File: src/rtl/dense_frame_collector.sv
// Serial-to-parallel frame collector: assembles N_WORDS signed words into one held vector.
// Optional running argmax of the frame is enabled with DENSE_COLLECT_ARGMAX_EN.
module dense_frame_collector #(
  parameter int N_WORDS    = 120,
  parameter int DATA_WIDTH = 16
) (
  input  logic                                  clk,
  input  logic                                  rst,
  input  logic                                  frame_start_in,
  input  logic                                  frame_end_in,
  input  logic                                  valid_in,
  input  logic signed [DATA_WIDTH-1:0]          data_in,
  input  logic                                  vec_ready,
  output logic                                  vec_valid,
  output logic        [N_WORDS*DATA_WIDTH-1:0]  vec_data,
  output logic                                  frame_err,
  output logic                                  overrun,
  output logic        [9:0]                     max_idx
);

  localparam int CW = 11;
  localparam logic [CW-1:0] LAST = CW'(N_WORDS - 1);

  typedef enum logic [1:0] {IDLE, COLLECT, HOLD} state_t;

  state_t                       state_q, state_d;
  logic [CW-1:0]                count_q, count_d;
  logic                         vec_valid_q, vec_valid_d;
  logic                         frame_err_q, frame_err_d;
  logic                         overrun_q, overrun_d;
  logic signed [DATA_WIDTH-1:0] buf_q [N_WORDS];
  logic signed [DATA_WIDTH-1:0] buf_d [N_WORDS];
  logic                         wr_en;
  logic [CW-1:0]                wr_idx;
  logic                         do_start;

  always_comb begin
    state_d     = state_q;
    count_d     = count_q;
    vec_valid_d = vec_valid_q;
    frame_err_d = 1'b0;
    overrun_d   = overrun_q;
    wr_en       = 1'b0;
    wr_idx      = '0;
    do_start    = 1'b0;

    case (state_q)
      IDLE: begin
        do_start = valid_in & frame_start_in;
      end
      COLLECT: begin
        if (valid_in) begin
          if (frame_start_in) begin
            frame_err_d = 1'b1;
            do_start    = 1'b1;
          end else begin
            wr_en   = 1'b1;
            wr_idx  = count_q;
            count_d = count_q + CW'(1);
            if (frame_end_in) begin
              count_d = '0;
              if (count_q == LAST) begin
                state_d     = HOLD;
                vec_valid_d = 1'b1;
              end else begin
                frame_err_d = 1'b1;
                state_d     = IDLE;
              end
            end else if (count_q >= LAST) begin
              // Last slot already filled and still no end marker: frame too long.
              frame_err_d = 1'b1;
              state_d     = IDLE;
              count_d     = '0;
            end
          end
        end
      end
      HOLD: begin
        if (vec_ready) begin
          vec_valid_d = 1'b0;
          state_d     = IDLE;
          count_d     = '0;
          do_start    = valid_in & frame_start_in;
        end else if (valid_in) begin
          overrun_d = 1'b1;
        end
      end
      default: begin
        state_d = IDLE;
      end
    endcase

    // A new frame start (from IDLE, mid-frame restart, or the handshake cycle).
    if (do_start) begin
      wr_en   = 1'b1;
      wr_idx  = '0;
      count_d = CW'(1);
      if (frame_end_in) begin
        count_d = '0;
        if (N_WORDS == 1) begin
          state_d     = HOLD;
          vec_valid_d = 1'b1;
        end else begin
          frame_err_d = 1'b1;
          state_d     = IDLE;
        end
      end else begin
        state_d = COLLECT;
      end
    end
  end

  always_comb begin
    buf_d = buf_q;
    for (int i = 0; i < N_WORDS; i++) begin
      if (wr_en && wr_idx == CW'(i)) buf_d[i] = data_in;
    end
  end

  always_ff @(posedge clk) begin
    if (rst) begin
      state_q     <= IDLE;
      count_q     <= '0;
      vec_valid_q <= 1'b0;
      frame_err_q <= 1'b0;
      overrun_q   <= 1'b0;
      for (int i = 0; i < N_WORDS; i++) buf_q[i] <= '0;
    end else begin
      state_q     <= state_d;
      count_q     <= count_d;
      vec_valid_q <= vec_valid_d;
      frame_err_q <= frame_err_d;
      overrun_q   <= overrun_d;
      buf_q       <= buf_d;
    end
  end

  for (genvar g = 0; g < N_WORDS; g++) begin : g_vec
    assign vec_data[g*DATA_WIDTH +: DATA_WIDTH] = buf_q[g];
  end

  assign vec_valid = vec_valid_q;
  assign frame_err = frame_err_q;
  assign overrun   = overrun_q;

`ifdef DENSE_COLLECT_ARGMAX_EN
  logic signed [DATA_WIDTH-1:0] max_val_q, max_val_d;
  logic [9:0]                   max_idx_q, max_idx_d;

  // Word 0 seeds the search; strict greater-than keeps the lower index on ties.
  always_comb begin
    max_val_d = max_val_q;
    max_idx_d = max_idx_q;
    if (wr_en) begin
      if (wr_idx == '0) begin
        max_val_d = data_in;
        max_idx_d = '0;
      end else if (data_in > max_val_q) begin
        max_val_d = data_in;
        max_idx_d = wr_idx[9:0];
      end
    end
  end

  always_ff @(posedge clk) begin
    if (rst) begin
      max_val_q <= '0;
      max_idx_q <= '0;
    end else begin
      max_val_q <= max_val_d;
      max_idx_q <= max_idx_d;
    end
  end

  assign max_idx = max_idx_q;
`else
  assign max_idx = '0;
`endif

endmodule

File: config.mk
export PLATFORM = sky130hd
export DESIGN_NAME = dense_frame_collector
export DESIGN_NICKNAME = d
export VERILOG_FILES = /design/src/rtl/dense_frame_collector.sv
export SDC_FILE = /design/constraint.sdc
export NUM_CORES = 2
export LEC_CHECK = 0
export ABC_AREA = 1
export CORE_AREA = 2 2 755 757
export DETAILED_ROUTE_END_ITERATION = 12
export DIE_AREA = 0 0 757 759
export PLACE_DENSITY = 0.37
export SLEW_MARGIN = 20
export SYNTH_ARGS = -nofsm -noshare
export SYNTH_HDL_FRONTEND = slang
export SYNTH_SLANG_ARGS = --single-unit
File: constraint.sdc
create_clock -name clk -period 6.25 [get_ports clk]
set_clock_uncertainty 0.05 [all_clocks]
set_input_delay 1.25 -clock clk [delete_from_list [all_inputs] [get_ports clk]]
set_output_delay 1.25 -clock clk [all_outputs]
set_load 0.03 [all_outputs]
==> flow_metrics.tcl <==
set metrics [dict create \
    status "finished, final reports clean" \
    path_delay_family "simple AND/OR/NAND/NOR gates" \
    crit_type "input port to flop" \
    antenna_found_initial 33 \
    final_common_cell "nor2_1" \
    startpoint_type "input port" \
    cpPeakStageDelay_ns 0.92 \
    cp_max_fo 19 \
    final.period_utilization_pct 64.4 \
    worstMarginPinSlew_ns 1.24 \
    routed_wl_um 440000 \
    area_delta_synth_final_pct 52.7 \
    post_cts_buffers 0 \
    ys_seq_area_share_pct 54.5 \
    relSlewSlack_pct 17.5 \
    finalWeightedCongestion 0.767 \
    fin_tns_setup_ns 0 \
    drive_above_1_share_pct 6.91 \
    synth_area_leader_cell "dfxtp_1" \
    p_leak_nw 40.3 \
    syn_inst 10079 \
    setup_violations 0 \
    drc 0 \
    place_inst 19007 \
    start_util_pct 12.5 \
    p_per_area_nw_per_um2 267 \
    die_h_um 759 \
    synth_compound_area_share_pct 5.11 \
    cts.repair.resized 0 \
    p_int_w 0.0215 \
    syn_area_per_cell_um2 7.06 \
    cts_tree "built" \
    ir_drop_v 0.000181 \
    cp_common_cell "nand2_1" \
    synthAdderAreaFrac_pct 0.0176 \
    root_buffer "clkbuf_16" \
    slowest_stage "nor2_4" \
    synth_top_family_by_area "simple AND/OR/NAND/NOR gates" \
    max_freq_mhz 248 \
    grtUsageTotal_pct 14.6 \
    vias 69718 \
    layout_common_cells "nor2_1, nand2_1, dfxtp_1, clkdlybuf4s50_1, o21ai_0" \
    synth_simple_gate_area_share_pct 35.5 \
    viasPerCell 3.58 \
    pwr-share-seq_pct 42.6 \
    ant_nets 0 \
    yosys-mux-area-fraction_pct 0 \
    final_max_slew_viol_count 0 \
    dp_hpwl_um 300000 \
    required_ns 7.00 \
    ys_ff_latch 1936 \
    die_w_um 757 \
    hold_buffers 0 \
    grt-ovfl-total 0 \
    ys_types 31 \
    combPwrFrac_pct 4.1 \
    arrival_ns 4.77 \
    clkSinkCount 1936 \
    dieArea_um2 575000 \
    grt_pass1_vias 65419 \
    crit_buf_inv 3 \
    p_sw_w 0.00746 \
    yosysWarnings 0 \
    cts_max_level 5 \
    synth_xor_area_share_pct 0.0123 \
    rows 277 \
    yosys-top-cells-area "dfxtp_1, nor2_1, nand2_1, o21ai_0, nor3_1" \
    synth_area_um2 71100 \
    rsz0062_at_grt "false" \
    drtPass1Iterations 7 \
    io_buffer_count 1944 \
    top_level_ports 1955 \
    end_kind "flop" \
    yosysTopAreaCellShare_pct 54.5 \
    cts_buffers 266 \
    layout.cells.non_filler 19482 \
    min_period_ns 4.03 \
    hp-class "flop to flop" \
    wl_per_cell_um 22.6 \
    power.clock.fraction_pct 53.2 \
    grt_max_degree 165 \
    drt_iter0_markers 4251 \
    coreArea_um2 567000 \
    cap_violations 0 \
    switching_share_pct 25.7 \
    clock_path_buffers 4 \
    hold_viol 0 \
    worstSkewPairLatency_ns 0.97 \
    cts.clk_slew.worst_paths_ns 0.06 \
    nets 11765 \
    grt_pass1_wl_um 588000 \
    path_cells "clkdlybuf4s50_1 > inv_2 > nand2_1 > nor2_4 > o21ai_1 > nand2_4 > nor2_4 > buf_12 > nand2_1 > nand2_1 > nor2_1" \
]
==> kinds of logic (layout without fill, tap and decap cells) <==
| group | count (synthesis) | count (layout) |
|---|---|---|
| other cells | 1 | 27 |
| fa+ha+maj | 1 | 1 |
| compound gates | 724 | 724 |
| xor+xnor | 1 | 1 |
| buf+inv | 878 | 2722 |
| flops | 1936 | 1936 |
| simple gates | 6538 | 6538 |
==> power by group through the flow <==
stage,logic [W],registers [W],clock network (W)
after floorplan,0.000556,0.0127,0
after CTS,0.00125,0.0124,0.0160
after global routing,0.00130,0.0124,0.0164
final,0.00120,0.0124,0.0154
after global placement,0.00126,0.0126,0
after detailed placement,0.00125,0.0126,0
==> synth_stat cells, drive strengths merged <==
cell type     n
ha            1
o211ai        1
nand3b        1
or2           1
clkbuf      517
a21oi         7
nand4         2
nand2      2495
xor2          1
buf         313
conb          1
a31oi         3
nand3        33
nor3b         1
dfxtp      1936
a22oi         1
nor2       3564
inv          48
nor3        441
o21ai       712
==> cell type report <==
cell class                 instances  area, µm²
inverter                          48        265
timing repair buffer            2216      22000
multi-input combinational       7274      29500
clock buffer                     397       7850
sequential                      1936      38800
antenna                           17       42.5
tap                             7533       9430
clock inverter                    61        803
fill                           63781     458000
==> per-layer routing <==
layer  global-route usage (%)  part of all wire, %  up-vias
li1                         -                    -    34401
met1                     17.2                   41    32712
met2                     25.0                   48     2111
met3                     4.57                  7.8      494
met4                     4.70                  3.5        0
met5                        0                    0        -
==> flip-flops by register name, summed over array words and instances, names as in the netlist <==
register,flops
count_q,11
frame_err,1
overrun,1
state_q,2
vec_data,1920
vec_valid,1
==> through the flow <==
step / hold WS [ns] / total power [W] / cell area [µm²] / utilization (%) / setup slack (ns)
after floorplan: 0.369 / 0.0132 / 71200 / - / 3.22
after global placement: 0.379 / 0.0139 / 99800 / 17.6 / 1.11
after detailed placement: 0.385 / 0.0139 / 99900 / 17.6 / 1.10
after CTS: 0.396 / 0.0296 / 109000 / 19.1 / 2.15
after global routing: 0.412 / 0.0301 / 109000 / 19.1 / 1.98
final: 0.395 / 0.0290 / 109000 / 19.2 / 2.22
==> worst reg2reg max path, stage by stage (launching register included) <==
cell and delay (ns):
dfxtp_1 0.37, inv_2 0.08, nand2_2 0.32, nor2_4 0.12, o21ai_1 0.43, nand2_4 0.71, nor2_4 0.95, buf_12 0.30
nand2_1 0.07, nand2_1 0.08, nor2_1 0.04
==> worst paths after layout <==
kind	start	end	slack [ns]	cells past startpoint
worst max-delay path	frame_start_in	vec_data[209]$_SDFFE_PP0P_	2.22	11
worst min-delay path	count_q[9]$_SDFFE_PP0P_	count_q[9]$_SDFFE_PP0P_	0.40	2
worst max register to register	state_q[1]$_SDFFE_PP0P_	vec_data[209]$_SDFFE_PP0P_	2.57	10
worst min register to register	count_q[9]$_SDFFE_PP0P_	count_q[9]$_SDFFE_PP0P_	0.40	2
Power figures use the tool's default switching activity.
